$ cat src/rtl/switch_pkg.sv
// Shared constants, channel state type and match well-formedness check
// for the crossbar transfer scheduler.
package switch_pkg;

  localparam int PORTS   = 4;
  localparam int PORTS_W = $clog2(PORTS);
  localparam int LEN_W   = 11;

  typedef enum logic {
    CH_FREE = 1'b0,
    CH_XFER = 1'b1
  } ch_state_e;

  // Well-formed: every input row is zero or one-hot, and no output is granted twice.
  function automatic logic match_legal(input logic [PORTS*PORTS-1:0] vect);
    logic [PORTS-1:0] row;
    logic [PORTS-1:0] used;
    logic             ok;
    ok   = 1'b1;
    used = '0;
    for (int i = 0; i < PORTS; i++) begin
      row = vect[i*PORTS +: PORTS];
      if ((row & (row - PORTS'(1))) != '0) ok = 1'b0;
      if ((row & used) != '0)              ok = 1'b0;
      used = used | row;
    end
    return ok;
  endfunction

endpackage

$ cat src/rtl/xfer_channel.sv
// One crossbar output channel: binds a source input for a packet and
// counts words down under back-pressure.
//   state   | meaning
//   CH_FREE | output unbound, waiting for a load from the acceptance logic
//   CH_XFER | output bound to src_q, cnt_q words still to move
module xfer_channel
  import switch_pkg::*;
(
  input  logic               clk_i,
  input  logic               rst_ni,
  input  logic               load_i,
  input  logic [PORTS_W-1:0] load_src_i,
  input  logic [LEN_W-1:0]   load_len_i,
  input  logic               tx_rdy_i,
  output logic               en_o,
  output logic               last_o,
  output logic               busy_o,
  output logic [PORTS_W-1:0] src_o
);

  ch_state_e          state_q, state_d;
  logic [PORTS_W-1:0] src_q, src_d;
  logic [LEN_W-1:0]   cnt_q, cnt_d;

  always_ff @(posedge clk_i) begin
    if (!rst_ni) begin
      state_q <= CH_FREE;
      src_q   <= '0;
      cnt_q   <= '0;
    end else begin
      state_q <= state_d;
      src_q   <= src_d;
      cnt_q   <= cnt_d;
    end
  end

  always_comb begin
    state_d = state_q;
    src_d   = src_q;
    cnt_d   = cnt_q;
    en_o    = 1'b0;
    last_o  = 1'b0;
    case (state_q)
      CH_FREE: begin
        if (load_i) begin
          state_d = CH_XFER;
          src_d   = load_src_i;
          // A zero-length head packet still moves one word.
          cnt_d   = (load_len_i == '0) ? LEN_W'(1) : load_len_i;
        end
      end
      CH_XFER: begin
        if (tx_rdy_i) begin
          en_o  = 1'b1;
          cnt_d = cnt_q - LEN_W'(1);
          if (cnt_q == LEN_W'(1)) begin
            last_o  = 1'b1;
            state_d = CH_FREE;
          end
        end
      end
      default: state_d = CH_FREE;
    endcase
  end

  assign busy_o = (state_q == CH_XFER);
  assign src_o  = src_q;

endmodule

$ cat src/rtl/xbar_xfer_ctrl.sv
// Crossbar transfer scheduler: accepts whole arbiter matches, runs one
// channel per output and publishes busy masks back to the arbiter.
module xbar_xfer_ctrl
  import switch_pkg::*;
(
  input  logic                     clk_i,
  input  logic                     rst_ni,
  input  logic                     match_valid_i,
  output logic                     match_ready_o,
  input  logic [PORTS*PORTS-1:0]   match_vect_i,
  input  logic [PORTS*LEN_W-1:0]   voq_len_i,
  input  logic [PORTS-1:0]         tx_rdy_vect_i,
  output logic [PORTS-1:0]         voq_rd_o,
  output logic [PORTS*PORTS_W-1:0] xbar_sel_o,
  output logic [PORTS-1:0]         xbar_en_o,
  output logic [PORTS-1:0]         xbar_last_o,
  output logic [PORTS-1:0]         in_busy_o,
  output logic [PORTS-1:0]         out_busy_o,
  output logic                     err_conflict_o
);

  logic               legal, pairs_free, zero_len, accept;
  logic [PORTS-1:0]   load, ch_busy, ch_en, ch_last;
  logic [PORTS_W-1:0] load_src [PORTS];
  logic [LEN_W-1:0]   load_len [PORTS];
  logic [PORTS_W-1:0] ch_src   [PORTS];

  // All-or-nothing acceptance: one busy port in any granted pair stalls the whole match.
  always_comb begin
    legal      = match_legal(match_vect_i);
    pairs_free = 1'b1;
    zero_len   = 1'b0;
    for (int i = 0; i < PORTS; i++) begin
      for (int j = 0; j < PORTS; j++) begin
        if (match_vect_i[i*PORTS+j]) begin
          if (in_busy_o[i] || ch_busy[j]) pairs_free = 1'b0;
          if (voq_len_i[i*LEN_W +: LEN_W] == '0) zero_len = 1'b1;
        end
      end
    end
    match_ready_o  = rst_ni & match_valid_i & (~legal | pairs_free);
    accept         = match_ready_o & legal;
    err_conflict_o = match_ready_o & (~legal | zero_len);
    for (int j = 0; j < PORTS; j++) begin
      load[j]     = 1'b0;
      load_src[j] = '0;
      for (int i = 0; i < PORTS; i++) begin
        if (match_vect_i[i*PORTS+j]) begin
          load[j]     = accept;
          load_src[j] = PORTS_W'(i);
        end
      end
      load_len[j] = voq_len_i[load_src[j]*LEN_W +: LEN_W];
    end
  end

  always_comb begin
    in_busy_o  = '0;
    voq_rd_o   = '0;
    xbar_sel_o = '0;
    for (int j = 0; j < PORTS; j++) begin
      if (ch_busy[j]) in_busy_o[ch_src[j]] = 1'b1;
      if (ch_en[j])   voq_rd_o[ch_src[j]]  = 1'b1;
      xbar_sel_o[j*PORTS_W +: PORTS_W] = ch_src[j];
    end
  end

  for (genvar j = 0; j < PORTS; j++) begin : g_ch
    xfer_channel u_ch (
      .clk_i      (clk_i),
      .rst_ni     (rst_ni),
      .load_i     (load[j]),
      .load_src_i (load_src[j]),
      .load_len_i (load_len[j]),
      .tx_rdy_i   (tx_rdy_vect_i[j]),
      .en_o       (ch_en[j]),
      .last_o     (ch_last[j]),
      .busy_o     (ch_busy[j]),
      .src_o      (ch_src[j])
    );
  end

  assign out_busy_o  = ch_busy;
  assign xbar_en_o   = ch_en;
  assign xbar_last_o = ch_last;

endmodule

$ cat config.mk
export PLATFORM = sky130hd
export DESIGN_NAME = xbar_xfer_ctrl
export DESIGN_NICKNAME = d
export VERILOG_FILES = /design/src/rtl/switch_pkg.sv /design/src/rtl/xfer_channel.sv /design/src/rtl/xbar_xfer_ctrl.sv
export SDC_FILE = /design/constraint.sdc
export NUM_CORES = 1
export LEC_CHECK = 0
export ABC_AREA = 1
export BUFFER_PORTS_ARGS = -buffer_cell sky130_fd_sc_hd__buf_4
export CAP_MARGIN = 20
export CORE_AREA = 2 2 122 124
export CTS_BUF_LIST = sky130_fd_sc_hd__clkbuf_8
export DETAILED_ROUTE_END_ITERATION = 6
export DIE_AREA = 0 0 124 126
export GPL_TIMING_DRIVEN = 0
export MAX_ROUTING_LAYER = met4
export PLACE_DENSITY = 0.74
export SLEW_MARGIN = 20
export SYNTH_ARGS = -nofsm -noshare
export SYNTH_HDL_FRONTEND = slang
export SYNTH_HIERARCHICAL = 1
export SYNTH_SLANG_ARGS = --single-unit
$ cat constraint.sdc
create_clock -name clk_i -period 2.15 [get_ports clk_i]
set_input_delay 0.3225 -clock clk_i [delete_from_list [all_inputs] [get_ports clk_i]]
set_output_delay 0.3225 -clock clk_i [all_outputs]
set_load 0.02 [all_outputs]
After elaboration in Yosys (flattened, before gate mapping) --
Index checks and enable logic that the tools add are counted.
Storage, ports and cells: bits in registers 56, bits of input ports 67, output and inout port bits 30, word-level logic and storage cells 284
Cells by class: $add $sub $neg 8, multiply operators 4, order comparisons 8, equality and inequality tests 12, shift-type cells 4, muxes and demuxes 167, bitwise logic cells 26, reductions and logical operators 43
Operators by type and width (count):
- variable part select 44 x 7 -> 11 bit | 4
- 2-to-1 mux 11 bit | 12
- 2-to-1 mux 1 bit | 127
- zero test 11 bit | 8
- case mux 11 bit (2 select lines) | 4
- equality test 11 x 1 -> 1 bit, second input constant | 4
- subtractor 11 x 1 -> 11 bit, second input constant | 4
- 2-to-1 mux 4 bit | 8
- bitwise OR 4 bit | 8
- AND 4 bit | 7
- nonzero test 4 bit | 7
- multiplier 2 x 4 -> 6 bit, second input constant | 4
- logical OR 1 bit | 16
- 2-to-1 mux 2 bit | 8
- AND reduction 2 bit | 8
- subtractor 4 x 1 -> 4 bit, second input constant | 4
- < comparator 2 x 3 -> 1 bit, second input constant | 4
- demux 1 bit (select 2 bit) | 4
- greater-or-equal comparator 2 x 1 -> 1 bit, second input constant | 4
- != test 2 x 1 -> 1 bit, second input constant | 4
- != test 2 bit, second input constant | 4
- case mux 1 bit (2 select lines) | 4
- inverter 1 bit | 5
- AND 1 bit | 4
- other kinds (2) | 6

Logic depth before layout (Yosys ltp) --
Gate-level depths: netlist of the first run.
depth in word-level cells 53, gate-level depth with buffers 20, mapped depth without buffers 20

By module --
Netlist of the first run, hierarchy kept.
By module, submodules not included:
- xfer_channel (g_ch[1].u_ch ...) | instances 3, cells each 148, area an instance 917.1 um2, sequential area each 280.3 um2
- xbar_xfer_ctrl | instances 1, cells each 378, area an instance 1980.6 um2, sequential area each 0.0 um2
- xfer_channel (g_ch[0].u_ch) | instances 1, cells each 149, area an instance 918.4 um2, sequential area each 280.3 um2

Worst setup path after synthesis of the first run --
OpenSTA, ideal clock, no wires.
path kind register to register, from register g_ch[2].u_ch.src_q[1], to register g_ch[2].u_ch.cnt_q[6], setup time 0.124 ns, arrival time 2.121 ns, required time 2.026 ns, setup slack -0.095 ns, stages on the path, launching flop included 19, path buffers 1, period minus slack after synthesis 2.245 ns, cells stage by stage dfxtp_1 > inv_1 > nand3_1 > nand2_1 > nor2_2 > nand3_1 > nand2_1 > nand2_1 > nor2_2 > nand2_1 > nor2_2 > nand3_2 > nor2_1 > inv_1 > nor2_2 > nor2_4 > buf_6 > a21oi_1 > a21oi_1
Between the ends: cells in the longest elaborated chain, start to end 50, elaborated cells between the ends (all ways) 66, classes of those cells order compare: 2; eq/ne: 1; mux: 40; bitwise: 5; reduce/logical: 18
RTL lines:
- from (decl) | line xfer_channel.sv:22 | logic [PORTS_W-1:0] src_q, src_d;
- from (signal assigned) | line xfer_channel.sv:32 | src_q <= src_d;
- < comparator 2 x 3 -> 1 bit (not written as such) or greater-or-equal comparator 2 x 1 -> 1 bit (tied branches) | line xbar_xfer_ctrl.sv:62 | if (ch_busy[j]) in_busy_o[ch_src[j]] = 1'b1;
- logical AND 1 bit (not written as such) | line xbar_xfer_ctrl.sv:62
- 2-to-1 mux 1 bit (not written as such) | line xbar_xfer_ctrl.sv:62
- demux 1 bit (select 2 bit) * | line xbar_xfer_ctrl.sv:62
- bitwise OR 4 bit (no source line) *
- 2-to-1 mux 4 bit * | line xbar_xfer_ctrl.sv:62
- bitwise OR 4 bit (no source line)
- 2-to-1 mux 4 bit * | line xbar_xfer_ctrl.sv:62
- [33 not listed]
- bitwise OR 1 bit * | line xbar_xfer_ctrl.sv:41 | match_ready_o = rst_ni & match_valid_i & (~legal | pairs_free);
- AND 1 bit * | line xbar_xfer_ctrl.sv:41
- AND 1 bit * | line xbar_xfer_ctrl.sv:42 | accept = match_ready_o & legal;
- 2-to-1 mux 1 bit (3 in a row) | line xbar_xfer_ctrl.sv:48 | if (match_vect_i[i*PORTS+j]) begin
- 2-to-1 mux 1 bit * | line xbar_xfer_ctrl.sv:48
- via load[2] | line xbar_xfer_ctrl.sv:23 | logic [PORTS-1:0] load, ch_busy, ch_en, ch_last;
- != test 2 x 1 -> 1 bit (no source line) *
- AND reduction 2 bit (no source line) *
- to (signal assigned) | line xfer_channel.sv:33 | cnt_q <= cnt_d;
- to (decl) | line xfer_channel.sv:23 | logic [LEN_W-1:0] cnt_q, cnt_d;
Mark *: on every way through the listed nets, which the timed path passes. The rest lies on a longest branch. A chain may end at the register's enable or synchronous reset.

Worst setup path after layout of the first run --
from register g_ch[1].u_ch.src_q[1], to register g_ch[3].u_ch.cnt_q[10]
Between the ends: cells in the longest elaborated chain, start to end 52, elaborated cells between the ends (all ways) 68, classes of those cells order compare: 2; eq/ne: 1; mux: 41; bitwise: 6; reduce/logical: 18
RTL lines (line):
- from (decl) | xfer_channel.sv:22
- from (signal assigned) | xfer_channel.sv:32
- < comparator 2 x 3 -> 1 bit (not written as such) or greater-or-equal comparator 2 x 1 -> 1 bit (tied branches) | xbar_xfer_ctrl.sv:62
- logical AND 1 bit (not written as such) | xbar_xfer_ctrl.sv:62
- 2-to-1 mux 1 bit (not written as such) | xbar_xfer_ctrl.sv:62
- demux 1 bit (select 2 bit) * | xbar_xfer_ctrl.sv:62
- bitwise OR 4 bit (no source line) *
- 2-to-1 mux 4 bit * | xbar_xfer_ctrl.sv:62
- bitwise OR 4 bit (no source line)
- 2-to-1 mux 4 bit * | xbar_xfer_ctrl.sv:62
- [35 not listed]
- bitwise OR 1 bit * | xbar_xfer_ctrl.sv:41
- AND 1 bit * | xbar_xfer_ctrl.sv:41
- AND 1 bit * | xbar_xfer_ctrl.sv:42
- 2-to-1 mux 1 bit (3 in a row) | xbar_xfer_ctrl.sv:48
- 2-to-1 mux 1 bit * | xbar_xfer_ctrl.sv:48
- via load[3] | xbar_xfer_ctrl.sv:23
- != test 2 x 1 -> 1 bit (no source line) *
- AND reduction 2 bit (no source line) *
- to (signal assigned) | xfer_channel.sv:33
- to (decl) | xfer_channel.sv:23
Marked as above.

==> impl_summary.txt, run 1 <==
----------------------------------------------------
[STA]
  Worst rel slew slack ... 57.6%
  Max Freq ... 0.399 GHz
  Max Slew Vio Count ... 0
  RSZ-0062 raised after global routing ... true
  Setup-violating endpoint count in the final report ... 54
  Hold violation count in the final report ... 0
  Final worst path period need ... 2510 ps
  Period utilisation layout ... 117%
  Worst setup slack after layout ... -356 ps
  Slew at the pin closest to its max-slew limit ... 636 ps
  Post-route clock skew ... 9.97 ps

[Run]
  Max-capacitance violation count ... 0

[Synth]
  Cells after synthesis ... 971
  Netlist area before placement ... 5650 sq um
  Top-area cell type share of the netlist area ... 19.8%
  Number of nets in the synthesized netlist ... 1046
  Number of register bits inferred by synthesis ... 56
  Yosys synthesis warning count ... 6
  Per-instance average area after synthesis ... 5.82 sq um
  Area contributors post-synth ... sky130_fd_sc_hd__dfxtp_1 (20%), sky130_fd_sc_hd__nand2_1 (13%), sky130_fd_sc_hd__inv_1 (8.2%)
  Library cell with the largest summed area after synthesis ... sky130_fd_sc_hd__dfxtp_1
  Number of distinct standard cells referenced by the synthesized netlist ... 33
  Seq/Total Area, Yosys ... 19.8%

[Worst hold path]
  WHS Path Cells ... 3
  Min-delay worst type ... primary input to flip-flop

[Pwr]
  Comb power frac ... 27.2%
  Switching Fraction ... 34.9%
  Worst voltage drop across the vdd grid ... 0.000346 V
  Design internal power ... 1.59 mW
  Leakage Power ... 3.53 nW
  Clk pwr share ... 30.9%
  Portion of total power attributed to sequential cells ... 41.9%
  Switching power ... 0.853 mW
  Areal power density over the cells ... 326 nW/um^2

[Worst setup path]
  Worst setup slack for register-to-register paths ... -360 ps
  Data arrival time of the worst path ... 2800 ps
  Reg2Reg Depth ... 19
  Critical-path maximum fanout ... 5
  Required arrival time at the worst endpoint ... 2450 ps
  Startpoint type of the worst setup path ... flip-flop
  CP Class ... flip-flop to flip-flop
  Endpoint type of the worst setup path ... flip-flop

[Floorplanning]
  Die footprint ... 15600 sq um
  Die Wd ... 124 microns
  I/O pin count ... 97
  Initial Utilization ... 39.5%
  Number of placement rows ... 44
  Die Y-Extent ... 126 microns
  Standard cell core area ... 14300 sq um

[Placement]
  Number of port buffers ... 91
  Worst slack at placement ... -592 ps
  Post-detailed-placement half-perimeter wirelength ... 17300 microns
  Post-Place Cells ... 1246
  GP Congestion ... 1.02

[GRT]
  Global route overflow ... 0
  Wire length of the first global-routing pass ... 36200 microns
  Total global-route track usage ... 30.8%
  Initial antenna violation count ... 0
  Via count of the first global-routing pass ... 6879
  Largest net degree at the start of global routing ... 30

[Status]
  Violated checks ... negative setup slack
  Status ... finished, violations left

[Clock tree]
  Clock H-tree levels ... 2
  Clock-pin transition on the worst setup and hold timing paths ... 110 ps
  TritonCTS clock tree ... built
  Number of buffers created by CTS ... 5
  Clk sinks ... 56
  Max clock buf depth ... 2
  Later-pin clock latency in the skew report ... 350 ps
  CTS root buf ... sky130_fd_sc_hd__clkbuf_8

[Routing]
  Routed length per placed instance ... 18.5 microns
  Total wire length ... 24000 microns
  DRC marker count from the first detailed-route iteration ... 763
  Total via count after detailed routing ... 7728
  DRC viols ... 0
  Routed Antenna Nets ... 0
  Vias per cell ... 5.95
  Pre-antenna DRT Iters ... 5

[Finish]
  Commonest cells after routing, fill and taps aside ... sky130_fd_sc_hd__nand2_1 (182), sky130_fd_sc_hd__buf_4 (120), sky130_fd_sc_hd__inv_1 (113)
  Growth of design area from synthesis to finish ... 32.9%
  Number of antenna diodes ... 0
  Final Instance Count excl. Fillers ... 1298
  Fraction of layout instances using a drive strength above 1 ... 26.5%
  Number of fill cells in the layout ... 1444
  Final nets ... 1188
  Most frequent standard cell in the layout excluding fill and tap cells ... sky130_fd_sc_hd__nand2_1

----------------------------------------------------
[path summary, 6_finish.rpt]
kind | start | endpoint
max reg2reg | g_ch[1].u_ch/src_o[1] | g_ch[3].u_ch/cnt_q[10]
min reg2reg | g_ch[0].u_ch/cnt_q[9] | g_ch[0].u_ch/cnt_q[9]
min | rst_ni | g_ch[2].u_ch/cnt_q[2]
max | g_ch[1].u_ch/src_o[1] | g_ch[3].u_ch/cnt_q[10]
[power groups by stage]
stage | Clock [mW] | Sequential, mW | Combinational, mW
2_1_floorplan | 0 | 1.06 | 0.325
3_3_place_gp | 0 | 1.06 | 0.621
3_5_place_dp | 0 | 1.06 | 0.620
4_1_cts | 0.759 | 1.03 | 0.628
5_1_grt | 0.803 | 1.03 | 0.699
6_report | 0.755 | 1.03 | 0.666
[state kept, by name (all words and copies together), names as in the netlist]
register          flops
g_ch.u_ch/busy_o      4
g_ch.u_ch/cnt_q      44
g_ch.u_ch/src_o       8
[metal layers]
metal | vias up | track usage [%] | share of wire [%]
met1 | 3514 | 41.0 | 41
li1 | 3649 | - | -
met4 | 0 | 12.6 | 4.7
met5 | - | - | 0
met2 | 463 | 46.6 | 45
met3 | 102 | 4.39 | 9.5
[synthesized netlist by cell type, drive strengths merged]
cell type  number
nor4            8
nor3           56
buf            15
o32ai          13
a31oi           1
clkinv          1
ha              8
o22ai          46
inv           134
a21oi          65
o211ai         16
o21ai          54
dfxtp          56
nand3          67
o221ai          4
nand4           9
nor2          150
clkbuf         21
o31ai           1
o2111ai         6
or2             4
nand2         201
a221oi         35
[kinds of logic (layout without fill, tap and decap cells)]
kind of cell / after synthesis / in the layout / synth area share, %
AND/OR/NAND/NOR: 495 / 495 / 38.7
buffers and inverters: 171 / 314 / 12.3
AO/OA/AOI/OAI: 241 / 241 / 27.4
flip-flops: 56 / 56 / 19.8
adder cells (fa/ha/maj): 8 / 8 / 1.77
[final cells by class]
| type | instances | area, sq um | share of cell area (%) |
|---|---|---|---|
| multi-input cells | 744 | 4190 | 55.7 |
| flip-flops and latches | 56 | 1160 | 15.4 |
| repair buffers | 135 | 1100 | 14.6 |
| inverters | 135 | 542 | 7.22 |
| well taps | 184 | 230 | 3.07 |
| plain buffers | 36 | 186 | 2.48 |
| clock buffers | 5 | 68.8 | 0.917 |
| clock inverters | 3 | 38.8 | 0.517 |
[stage by stage]
step	TNS [ps]	util (%)	total power [mW]	hold slack, ps	cell area (sq um)
after detailed placement	-20230	45.9	1.68	472	6580
after CTS	-8690	49.9	2.41	377	7140
after floorplan	0	-	1.39	420	5660
after global placement	-18350	45.9	1.68	468	6580
after global routing	-23120	52.4	2.53	400	7510
final	-14150	52.4	2.45	390	7510
[what timing repair did]
| item | CTS | global route |
|---|---|---|
| hold buffers | 0 | 0 |
| gates resized for setup | 95 | 61 |
| pin swaps | 21 | 57 |
| setup buffers | 26 | 14 |
| cloned | 2 | 2 |
| endpoints found under the setup margin | 54 | 58 |
[critical path, stage by stage (launching register included)]
cell,delay [ps]
sky130_fd_sc_hd__dfxtp_4,390
sky130_fd_sc_hd__buf_6,130
sky130_fd_sc_hd__nand2_4,60
sky130_fd_sc_hd__nor2_4,40
sky130_fd_sc_hd__nor2_4,190
sky130_fd_sc_hd__nand3_2,90
sky130_fd_sc_hd__nand2_1,80
sky130_fd_sc_hd__nand2_1,70
sky130_fd_sc_hd__nor2_2,110
sky130_fd_sc_hd__nand2_2,80
sky130_fd_sc_hd__nor2_4,140
sky130_fd_sc_hd__nand3_4,160
sky130_fd_sc_hd__nor2_4,170
sky130_fd_sc_hd__inv_2,50
sky130_fd_sc_hd__nor2_4,170
sky130_fd_sc_hd__nor2_4,90
sky130_fd_sc_hd__buf_6,150
sky130_fd_sc_hd__nor2_4,110
sky130_fd_sc_hd__nand2_2,50
sky130_fd_sc_hd__a21oi_2,110
No activity file was read; power rests on OpenSTA's default activity.
==> run 2, diff against run 1 <==
--- a/config.mk
+++ b/config.mk
@@ -14,7 +14,7 @@
 export DIE_AREA = 0 0 124 126
 export GPL_TIMING_DRIVEN = 0
 export MAX_ROUTING_LAYER = met4
-export PLACE_DENSITY = 0.74
+export PLACE_DENSITY = 0.72
 export SLEW_MARGIN = 20
 export SYNTH_ARGS = -nofsm -noshare
 export SYNTH_HDL_FRONTEND = slang
==> constraint.sdc (replaced) <==
create_clock -name clk_i -period 2.6 [get_ports clk_i]
set_input_delay 0.39 -clock clk_i [delete_from_list [all_inputs] [get_ports clk_i]]
set_output_delay 0.39 -clock clk_i [all_outputs]
set_load 0.02 [all_outputs]
==> run 2 against run 1 <==
  * Clock power is 37% lower
  * Sequential share of layout area is 1.3 points higher
  * Power down 24%
  * Cell count is 3.1% lower
  * Critical path type unchanged
  * Non-clock buffer count decreased by 37
  * Hold slack improved by 64 ps
  * Largest cell class unchanged
  * Clock-buffer cell count unchanged
  * Critical endpoint is now g_ch[2].u_ch/cnt_q[9]
  * Die area is the same
  * Core utilization shrank 4.3 points
  * The flow now finishes without violations
==> impl_summary.txt, run 2 (same netlist as run 1, synthesis figures left out) <==
----------------------------------------------------
[Clock tree]
  CTS root buf ... sky130_fd_sc_hd__clkbuf_8
  Clock H-tree levels ... 2
  Max clock buf depth ... 2
  TritonCTS clock tree ... built
  Number of buffers created by CTS ... 5
  Later-pin clock latency in the skew report ... 340 ps
  Count of hold buffers inserted by post-cts repair ... 0
  Clock-pin transition on the worst setup and hold timing paths ... 100 ps
  Clk sinks ... 56

[Worst setup path]
  Required arrival time at the worst endpoint ... 2860 ps
  Most Frequent Cell on Critical Path ... sky130_fd_sc_hd__nor2_4
  Slowest Stage Delay on Critical Path ... 420 ps
  Startpoint type of the worst setup path ... flip-flop
  Slowest-stage cell, CP ... sky130_fd_sc_hd__dfxtp_4
  Ordered cell list for the critical path ... inv_2 > nand3_1 > nand2_2 > nor2_4 > nand3_2 > nand2_2 > nand2_2 > nor2_4 > nand2_2 > nor2_4 > nand3_4 > nor2_4 > inv_2 > nor2_4 > nor2_4 > buf_4 > nor2_2 > nand2_1 > a21oi_1
  Critical-path maximum fanout ... 8
  Data arrival time of the worst path ... 2810 ps
  CP Class ... flip-flop to flip-flop
  Reg2Reg Depth ... 19
  Worst setup slack for register-to-register paths ... 50 ps
  Startpoint of the worst register-to-register path ... g_ch[2].u_ch/src_o[0]
  Endpoint type of the worst setup path ... flip-flop
  R2r endpoint ... g_ch[2].u_ch/cnt_q[9]

[Placement]
  Placed inst area ... 6560 sq um
  Post-detailed-placement half-perimeter wirelength ... 17100 microns
  Number of port buffers ... 91
  GP Congestion ... 1.04
  Post-Place Cells ... 1246

[Finish]
  Area taken by multi-input logic gates ... 4000 sq um
  Fraction of layout instances using a drive strength above 1 ... 20.4%
  Number of fill cells in the layout ... 1580
  Final Instance Count excl. Fillers ... 1258
  Largest register FFs ... 44
  Commonest cells after routing, fill and taps aside ... sky130_fd_sc_hd__nand2_1 (188), sky130_fd_sc_hd__inv_1 (115), sky130_fd_sc_hd__nor2_1 (109)
  Final nets ... 1151
  Final cell area excluding filler cells ... 6900 sq um
  Growth of design area from synthesis to finish ... 22.1%
  Number of antenna diodes ... 0
  Sequential cell area ... 1160 sq um
  Most frequent standard cell in the layout excluding fill and tap cells ... sky130_fd_sc_hd__nand2_1
  Most flops, register ... g_ch.u_ch/cnt_q

[Run]
  Max-capacitance violation count ... 0

[Pwr]
  Design internal power ... 1.21 mW
  Portion of total power attributed to sequential cells ... 45.5%
  Worst voltage drop across the vdd grid ... 0.000224 V
  Switching power ... 0.653 mW
  Areal power density over the cells ... 270 nW/um^2
  Comb power frac ... 28.9%
  Switching Fraction ... 35.1%
  Leakage Power ... 3.22 nW
  Clk pwr share ... 25.5%

[STA]
  Post-route clock skew ... 12.5 ps
  Hold violation count in the final report ... 0
  Worst rel slew slack ... 54.6%
  Max Freq ... 0.393 GHz
  Period utilisation layout ... 97.9%
  Final worst path period need ... 2550 ps
  Max Slew Vio Count ... 0
  Setup-violating endpoint count in the final report ... 0
  Slew at the pin closest to its max-slew limit ... 681 ps

[Floorplanning]
  Standard cell core area ... 14300 sq um
  Die Wd ... 124 microns
  Number of placement rows ... 44
  Die Y-Extent ... 126 microns
  I/O pin count ... 97
  Die footprint ... 15600 sq um
  Initial Utilization ... 39.5%

[Routing]
  Highest routing layer actually used ... met4
  Total via count after detailed routing ... 7479
  Met1 routed wirelength after detailed routing ... 9450 microns
  Vias per cell ... 5.95
  Routed length per placed instance ... 18.0 microns
  DRC marker count from the first detailed-route iteration ... 769
  Detailed-routed wire length on met3 ... 2060 microns
  Routed Antenna Nets ... 0
  Pre-antenna DRT Iters ... 7
  DRC viols ... 0
  Total wire length ... 22700 microns
  Detailed-routed wire length on met2 ... 10100 microns

[Worst hold path]
  Worst hold start ... rst_ni
  WHS Path Cells ... 3
  Hold worst-path end ... g_ch[0].u_ch/cnt_q[2]
  Min-delay worst type ... primary input to flip-flop

[GRT]
  Initial antenna violation count ... 0
  Via count of the first global-routing pass ... 6556
  Largest net degree at the start of global routing ... 30
  Global route overflow ... 0
  Wire length of the first global-routing pass ... 35100 microns
  Total global-route track usage ... 29.3%

[Status]
  Status ... completed

----------------------------------------------------
==> run 2: worst max-delay path, delay by kind of cell (launching register included) <==
family / cells / cell delay [ps]
and+or+nand+nor: 15 / 1670
DFF: 1 / 420
buffers and inverters: 3 / 270
AOI/OAI and AO/OA: 1 / 110
==> run 2: how the worst max path moves through the flow <==
stage,start,endpoint,slack (ps)
floorplan,g_ch[2].u_ch/src_o[1],g_ch[2].u_ch/cnt_q[6],350
global placement,g_ch[2].u_ch/src_o[0],g_ch[1].u_ch/cnt_q[2],-240
detailed placement,g_ch[2].u_ch/src_o[1],g_ch[1].u_ch/cnt_q[2],-210
CTS,g_ch[1].u_ch/busy_o,g_ch[3].u_ch/cnt_q[2],-50
global route,g_ch[2].u_ch/src_o[0],g_ch[2].u_ch/cnt_q[9],-80
finish,g_ch[2].u_ch/src_o[0],g_ch[2].u_ch/cnt_q[9],50
==> run 2: layout make-up <==
type | instances | share of cell area [%]
Inverter | 135 | 7.64
Tap cell | 184 | 3.34
Sequential cell | 56 | 16.8
Multi-Input combinational cell | 744 | 58.0
Clock buffer | 5 | 0.998
Timing Repair Buffer | 98 | 10.7
Buffer | 36 | 2.58
==> run 2: timing repair <==
action,in CTS,in global routing
setup endpoints to repair,43,54
gates resized for setup,13,63
pin swaps,0,18
buffers inserted,0,6
cloned,0,1
==> run 2: stage by stage <==
stage / hold WS [ps] / setup slack, ps / setup TNS, ps / total power [mW] / util [%]
after detailed placement: 474 / -211 / -2850 / 1.39 / 45.9
after global routing: 472 / -76.0 / -711 / 1.93 / 48.2
after floorplan: 453 / 355 / 0 / 1.15 / -
after global placement: 468 / -243 / -2060 / 1.39 / 45.9
after CTS: 453 / -46.6 / -80.0 / 1.86 / 46.5
final: 454 / 54.1 / 0 / 1.86 / 48.2
==> run 2: layer usage <==
metal	global-route usage, %	up-vias
li1	-	3567
met1	38.8	3416
met2	44.8	382
met3	4.80	114
met4	11.0	0
met5	-	-
==> run 2: power by group through the flow <==
stage | Sequential, mW | Combinational (mW) | Clock (mW)
after floorplan | 0.877 | 0.268 | 0
after global placement | 0.877 | 0.510 | 0
after detailed placement | 0.877 | 0.510 | 0
after CTS | 0.857 | 0.512 | 0.490
after global routing | 0.848 | 0.566 | 0.513
final | 0.848 | 0.538 | 0.475
